**src/rtl/outport_alloc.sv**
```systemverilog
// outport_alloc: wormhole output-port allocator for one router output.
// Round-robin picks one of five inputs, locks the crossbar select from head
// to tail flit, and gates every flit transfer on downstream credits.
// Optional: define OUTALLOC_STARVE_EN to add per-input wait counters that
// override round-robin once an input has waited STARVE_LIM cycles.
module outport_alloc #(
    parameter int unsigned PORTID     = 0,
    parameter int unsigned DEPTH      = 4,
    parameter int unsigned CRW        = 4,
    parameter int unsigned STARVE_LIM = 16
) (
    input  logic           clk,
    input  logic           rst_,
    input  logic [4:0]     req,
    input  logic [14:0]    dst,
    input  logic [4:0]     tail,
    input  logic           credit_in,
    output logic [4:0]     sel,
    output logic [4:0]     grt,
    output logic [CRW-1:0] credits,
    output logic           stall,
    output logic           cr_err
);
    localparam logic [2:0]     PID    = 3'(PORTID);
    localparam logic [CRW-1:0] CR_MAX = CRW'(DEPTH);

    typedef enum logic [1:0] {S_IDLE, S_LOCK, S_STALL} state_t;

    state_t         state_q, state_d;
    logic [4:0]     sel_q, sel_d;
    logic [2:0]     rr_q, rr_d;
    logic [CRW-1:0] credits_q, credits_d;
    logic           cr_err_q, cr_err_d;
    logic [4:0]     cand;
    logic [4:0]     grt_c;
    logic [2:0]     rr_idx;
    logic [2:0]     win_idx;
    logic [2:0]     own_idx;
    logic           alloc;
    logic           cred_ok;

    function automatic logic [2:0] wrap5(input logic [2:0] base, input int unsigned off);
        int unsigned s;
        s = (32'(base) + off) % 5;
        return 3'(s);
    endfunction

    assign cred_ok = (credits_q != '0);

    // Candidates: inputs presenting a flit addressed to this output
    always_comb begin
        cand = '0;
        for (int unsigned i = 0; i < 5; i++)
            cand[i] = req[i] && (dst[3*i +: 3] == PID);
    end

    // Round-robin search upward from rr+1; descending loop so the nearest wins
    always_comb begin
        rr_idx = '0;
        for (int unsigned k = 5; k >= 1; k--)
            if (cand[wrap5(rr_q, k)])
                rr_idx = wrap5(rr_q, k);
    end

    // Index of the current owner, used to seed rr when its tail leaves
    always_comb begin
        own_idx = '0;
        for (int unsigned i = 0; i < 5; i++)
            if (sel_q[i])
                own_idx = 3'(i);
    end

`ifdef OUTALLOC_STARVE_EN
    localparam logic [5:0] LIM = 6'(STARVE_LIM);

    logic [4:0][4:0] wait_q, wait_d;
    logic            stv_hit;
    logic [2:0]      stv_idx;

    // Lowest-index starved candidate overrides the round-robin choice
    always_comb begin
        stv_hit = 1'b0;
        stv_idx = '0;
        for (int unsigned i = 5; i >= 1; i--)
            if (cand[i-1] && ({1'b0, wait_q[i-1]} >= LIM)) begin
                stv_hit = 1'b1;
                stv_idx = 3'(i - 1);
            end
    end

    // Winner selection with starvation override
    always_comb win_idx = stv_hit ? stv_idx : rr_idx;

    // Saturating wait counters: count while waiting, clear on winning
    always_comb begin
        wait_d = wait_q;
        for (int unsigned i = 0; i < 5; i++) begin
            if (alloc && (win_idx == 3'(i)))
                wait_d[i] = '0;
            else if (cand[i] && !sel_q[i] && (wait_q[i] != '1))
                wait_d[i] = wait_q[i] + 5'd1;
        end
    end

    // Wait counter registers
    always_ff @(posedge clk or negedge rst_) begin
        if (!rst_) wait_q <= '0;
        else       wait_q <= wait_d;
    end
`else
    // Winner selection: pure round-robin
    always_comb win_idx = rr_idx;
`endif

    // Allocation FSM: next state, owner latch, grant gating
    always_comb begin
        state_d = state_q;
        sel_d   = sel_q;
        rr_d    = rr_q;
        grt_c   = '0;
        alloc   = 1'b0;
        case (state_q)
            S_IDLE: begin
                if ((cand != '0) && cred_ok) begin
                    alloc   = 1'b1;
                    sel_d   = 5'b00001 << win_idx;
                    state_d = S_LOCK;
                end
            end
            S_LOCK: begin
                if (cred_ok) begin
                    grt_c = sel_q & req;
                    if ((grt_c & tail) != '0) begin
                        state_d = S_IDLE;
                        sel_d   = '0;
                        rr_d    = own_idx;
                    end
                end else if ((sel_q & req) != '0) begin
                    state_d = S_STALL;
                end
            end
            S_STALL: begin
                // Leave on the edge where the count turns non-zero
                if (cred_ok || credit_in)
                    state_d = S_LOCK;
            end
            default: begin
                state_d = S_IDLE;
                sel_d   = '0;
            end
        endcase
    end

    // Credit counter and sticky overflow flag
    always_comb begin
        credits_d = credits_q;
        cr_err_d  = cr_err_q;
        if ((grt_c != '0) && !credit_in) begin
            credits_d = credits_q - CRW'(1);
        end else if (credit_in && (grt_c == '0)) begin
            if (credits_q == CR_MAX)
                cr_err_d = 1'b1;
            else
                credits_d = credits_q + CRW'(1);
        end
    end

    // State registers
    always_ff @(posedge clk or negedge rst_) begin
        if (!rst_) begin
            state_q   <= S_IDLE;
            sel_q     <= '0;
            rr_q      <= 3'd4;
            credits_q <= CR_MAX;
            cr_err_q  <= 1'b0;
        end else begin
            state_q   <= state_d;
            sel_q     <= sel_d;
            rr_q      <= rr_d;
            credits_q <= credits_d;
            cr_err_q  <= cr_err_d;
        end
    end

    assign sel     = sel_q;
    assign grt     = grt_c;
    assign credits = credits_q;
    assign stall   = (state_q == S_STALL);
    assign cr_err  = cr_err_q;

endmodule

```
**config.mk**
```make
export PLATFORM = sky130hd
export DESIGN_NAME = outport_alloc
export DESIGN_NICKNAME = d
export VERILOG_FILES = /design/src/rtl/outport_alloc.sv
export SDC_FILE = /design/constraint.sdc
export NUM_CORES = 1
export LEC_CHECK = 0
export ABC_AREA = 1
export CAP_MARGIN = 20
export CORE_MARGIN = 4
export CORE_UTILIZATION = 25
export CTS_CLUSTER_SIZE = 24
export DETAILED_ROUTE_END_ITERATION = 16
export GPL_TIMING_DRIVEN = 0
export MAX_ROUTING_LAYER = met4
export PLACE_DENSITY = 0.5
export SYNTH_ARGS = -nofsm -noshare
export SYNTH_HDL_FRONTEND = slang
export SYNTH_SLANG_ARGS = --single-unit
```
**constraint.sdc**
```tcl
create_clock -name clk -period 3.89 [get_ports clk]
set_input_delay 1.167 -clock clk [delete_from_list [all_inputs] [get_ports clk]]
set_output_delay 1.167 -clock clk [all_outputs]
set_load 0.01 [all_outputs]
```
# Yosys cells after proc, flatten, opt, wreduce, memory -nomap -nowiden
# Index checks and enable logic that the tools add are counted.
# totals
ff_bits,15
in_bits,28
out_inout_bits,16
word_cells,99
# op_classes
n_addsub,7
div,5
n_lt_le_gt_ge,5
eq_ne,10
shifts,1
n_mux,34
bitwise,4
reduce_logical,28
# op_table
operator,n
$mod 32x3->32 const B,5
$mux 5,5
$mux 3,8
$lt 3x4->1 const B,5
$reduce_bool 5->1,4
$bmux 1 s3,5
$logic_not 3->1,5
$pmux 5 s3,1
$mux 4,3
$and 5x5->5,2
$mux 2,5
$add 3x2->4 const B,2
$add 3x3->4 const B,2
$logic_and 1x1->1,8
$ne 2x2->1 const B,4
$reduce_and 4->1,2
$mux 1,6
$ne 3x3->1 const B,2
$pmux 2 s3,1
$reduce_and 3->1,2
$logic_not 5->1,1
$shl 1x3->5 const A,1
$add 3x1->4 const B,1
$add 4x1->4 const B,1
12 further kinds,13

# Logic depth before layout (Yosys ltp)
# depth
ltp_word,12
depth_mapped,31
ltp_nobuf,29

# Least setup slack after synthesis
# OpenSTA, ideal clock, no wires.
# synth_path
kind,register -> register
from,register rr_q[0]
to,register sel_q[3] (netlist: sel[3])
setup_ps,116
t_arrival_ps,3506
required_ps,3774
path_slack_ps,267
stages_incl_launch_ff,29
path_buffers,2
synth_period_minus_slack_ps,3623
cell_sequence,dfrtp_1 -> buf_4 -> clkbuf_1 -> inv_1 -> ha_1 -> inv_2 -> ha_1 -> nor2_1 -> nand3_1 -> nand2_1 -> xor2_1 -> ha_1 -> inv_1 -> nand2_1 -> nand3_2 -> nand2_2 -> nand2_1 -> nand2_1 -> nand3_1 -> nand3_1 -> nand2_2 -> nor2_1 -> nand2_1 -> nand2_1 -> nand2_1 -> nand2_1 -> nor2_2 -> nand2_1 -> nand2_1
# synth_between
elab_chain_cells,12
elab_cells_between_ends,28
classes_between,add/sub (5); div (5); shift (1); mux (17)
# synth_rtl
element,line_no,source
from (decl),31,"logic [2:0] rr_q, rr_d;"
from (signal assigned),179,rr_q <= rr_d;
$add 3x3->4,44,s = (32'(base) + off) % 5;
$mod 32x3->32,44,
$bmux 1 s3,61,"if (cand[wrap5(rr_q, k)])"
$mux 1 (implied by the code),61,
$mux 3 (4 in series),61,
$mux 3 (*),61,
$shl 1x3->5 (*),126,sel_d = 5'b00001 << win_idx;
$mux 5 (*),124,if ((cand != '0) && cred_ok) begin
$pmux 5 s3 (*),122,case (state_q)
to (signal assigned),178,sel_q <= sel_d;
to (decl),30,"logic [4:0] sel_q, sel_d;"
# Mark *: on every way between the ends. The rest lies on a longest branch, timed or not. The select of a mux whose other input is x is not followed.
# A chain may end at the register's enable or synchronous reset.

# Worst setup path in the final report
# layout_path
from,input req[4]
to,output grt[4]
# layout_between
elab_chain_cells,3
# layout_rtl
element,line_no,source
from (decl),14,"input logic [4:0] req,"
$and 5x5->5,132,grt_c = sel_q & req;
$mux 5,131,if (cred_ok) begin
$mux 5,122,
to (decl),19,"output logic [4:0] grt,"
# No other way between the ends.

==> impl_metrics.csv <==
group,metric,value,unit
run_status,status,"finished clean",
critical_path,rrSetupSlack,280,ps
critical_path,worstPathCellList,"clkdlybuf4s50_1 > nand2_1 > nor2_1 > clkdlybuf4s50_1",
critical_path,end_kind,"primary output",
critical_path,startpoint_type,"input pin",
final_layout,layout_common_cells,"114 x nand2_1, 60 x inv_1, 50 x nand3_1",
timing,rsz0062_at_grt,"yes",
grt,grt_pass1_wl,12.1,mm
floorplanning,die_height,111,um
critical_path,worstReg2RegStart,"rr_q[0]",
final_layout,syn_to_final_growth,32.1,%
route,ant_nets,0,
critical_path,worstSetupEndpoint,"grt[4]",
logic_synthesis,synth-seq-area-share,14.3,%
timing,slew_headroom,52.2,%
clocking,cts_buffers,3,
clocking,cts_hold_buf,0,
critical_path,cp-startpoint,"req[4]",
critical_path,crit_slowest_cell,"clkdlybuf4s50_1",
route,vias,2836,
floorplanning,fp-row-count,37,
clocking,path_clk_slew,70,ps
logic_synthesis,syn_nets,495,
logic_synthesis,ys_seq_elements,15,
route,drt_iter0_drc,140,
clocking,cts-root-buf,"clkbuf_8",
run,max_cap_viol_count,0,
logic_synthesis,synth_edf_count,0,
placed_design,gp_congestion,0.853,
critical_path,path_max_fanout,2,
route,via_per_inst,4.49,
route,dr.pass1.iters,4,
clocking,numClockSinks,15,
route,routed_wl,7.45,mm
floorplanning,io-pin-count,44,
min_path,min_from,"cr_err",
clocking,tritoncts,"done",
timing,finalWorstPathRequiredPeriod,3650,ps
final_layout,multiInputGateArea,2060,um2
timing,finalCritPeriodShare,93.8,%
critical_path,criticalPathCategory,"in2out",
logic_synthesis,ys_warn_count,0,
critical_path,critPathRequiredTime,2720,ps
grt,met3_usage,0.873,%
clocking,clockBufferDepth,2,
critical_path,arrival,2480,ps
logic_synthesis,ys_types,41,
logic_synthesis,synthCells,436,
logic_synthesis,async_flop_share,100,%
floorplanning,dieArea,12300,um2
logic_synthesis,syn_area_per_cell,6.08,um2
grt,grt_busiest_layer,"met2",
placed_design,io_buffers,43,
floorplanning,start_util,25.7,%
grt,grt_util_met1,15.3,%
grt,grt_usage,11.8,%
grt,grtUsageMet2,20.4,%
critical_path,r2r_end,"sel[1]",
grt,grt_pass1_vias,2700,
final_layout,final_common_cell,"nand2_1",
final_layout,layout.nets,555,
final_layout,n_fill_cell,1119,
clocking,h-tree-depth,1,
grt,antenna_found_initial,0,
timing,worstMarginPinSlew,714,ps
route,drc_errors,0,
critical_path,slowest_delay,560,ps
final_layout,regArea,380,um2
clocking,clock_latency,250,ps
timing,setup_viol,0,
placed_design,dp_hpwl,6.14,mm
logic_synthesis,synthFlopType,"dfrtp_1",
timing,fin_tns_setup,0,ps
logic_synthesis,syn-cell-area,2650,um2
timing,slew_viol_final,0,
timing,hold_viol,0,
route,post_drt_wl_per_cell,11.8,um
final_layout,antennaDiodeCount,0,
min_path,worstHoldPathType,"reg2reg",
critical_path,crit_top_cell,"clkdlybuf4s50_1",
grt,grt_max_degree,17,
final_layout,layout-drive-gt1-share,19.4,%
floorplanning,core,10300,um2
critical_path,r2r_cells,27,
grt,overflow,0,
timing,clock_skew,6.29,ps
floorplanning,die_width,111,um
timing,fmax,274,MHz
## synth_stat cells (all sizes together) (3+ instances only)
| cell type | number | area share, % |
|---|---|---|
| nand4 | 6 | 1.4 |
| dfrtp | 13 | 12 |
| ha | 30 | 14 |
| nor3 | 9 | 1.9 |
| buf | 3 | 0.99 |
| inv | 69 | 10 |
| clkbuf | 3 | 0.42 |
| nor2 | 39 | 5.7 |
| nand2 | 146 | 24 |
| and2 | 5 | 1.3 |
| xor2 | 9 | 3.0 |
| a21oi | 10 | 2.2 |
| o21ai | 17 | 3.6 |
| nand3 | 59 | 13 |
## kinds of logic after synthesis
group | after synthesis | synth area share, %
flops | 15 | 14.3
xor+xnor | 10 | 3.30
fa+ha+maj | 31 | 14.9
compound gates | 35 | 8.17
simple gates | 270 | 48.0
buf+inv | 75 | 11.4
## through the flow
step / utilization (%) / std cells / area [um2] / hold slack (ps) / setup WS [ps]
3_3_place_gp: 31.5 / 615 / 3250 / 466 / -511
4_1_cts: 32.0 / 618 / 3310 / 489 / 41.0
5_1_grt: 33.9 / 631 / 3500 / 517 / -35.7
6_report: 33.9 / 631 / 3500 / 481 / 240
2_1_floorplan: - / 436 / 2650 / 496 / 267
3_5_place_dp: 31.5 / 615 / 3250 / 464 / -528
## cell type report
class	instances	area share (%)
multi-input cells	346	58.8
repair buffers	56	15.1
well taps	136	4.86
flip-flops and latches	15	10.9
clock buffers	3	1.18
clock inverters	1	0.143
plain buffers	5	1.32
inverters	69	7.75
## registers in the layout, summed over array words and instances, names as in the netlist
register,count
credits,4
cr_err,1
sel,5
state_q,2
rr_q,3
## per-layer routing
| metal | wire length (um) | vias up |
|---|---|---|
| met3 | 202 | 4 |
| met5 | 0 | - |
| met1 | 3720 | 1277 |
| met2 | 3490 | 46 |
| li1 | - | 1509 |
| met4 | 39 | 0 |
## timing repair
action,CTS,global route
gates cloned,0,0
pin swaps,0,4
resized for setup,2,26
setup buffers,0,13
setup endpoints to repair,5,5
## how the worst min path moves through the flow
stage                     cells past startpoint      to
final                                         1  cr_err
after global routing                          1  cr_err
after floorplan                               1  sel[4]
after CTS                                     1  cr_err
after global placement                        1  cr_err
after detailed placement                      1  cr_err
## critical path, delay by kind of cell
family	cells	cell delay (ps)
simple gates	2	200
buf+inv	2	1100
Power is left out: the tool's default activity adds up to more than one toggle a clock period on the data nets, which glitch-free logic cannot reach.
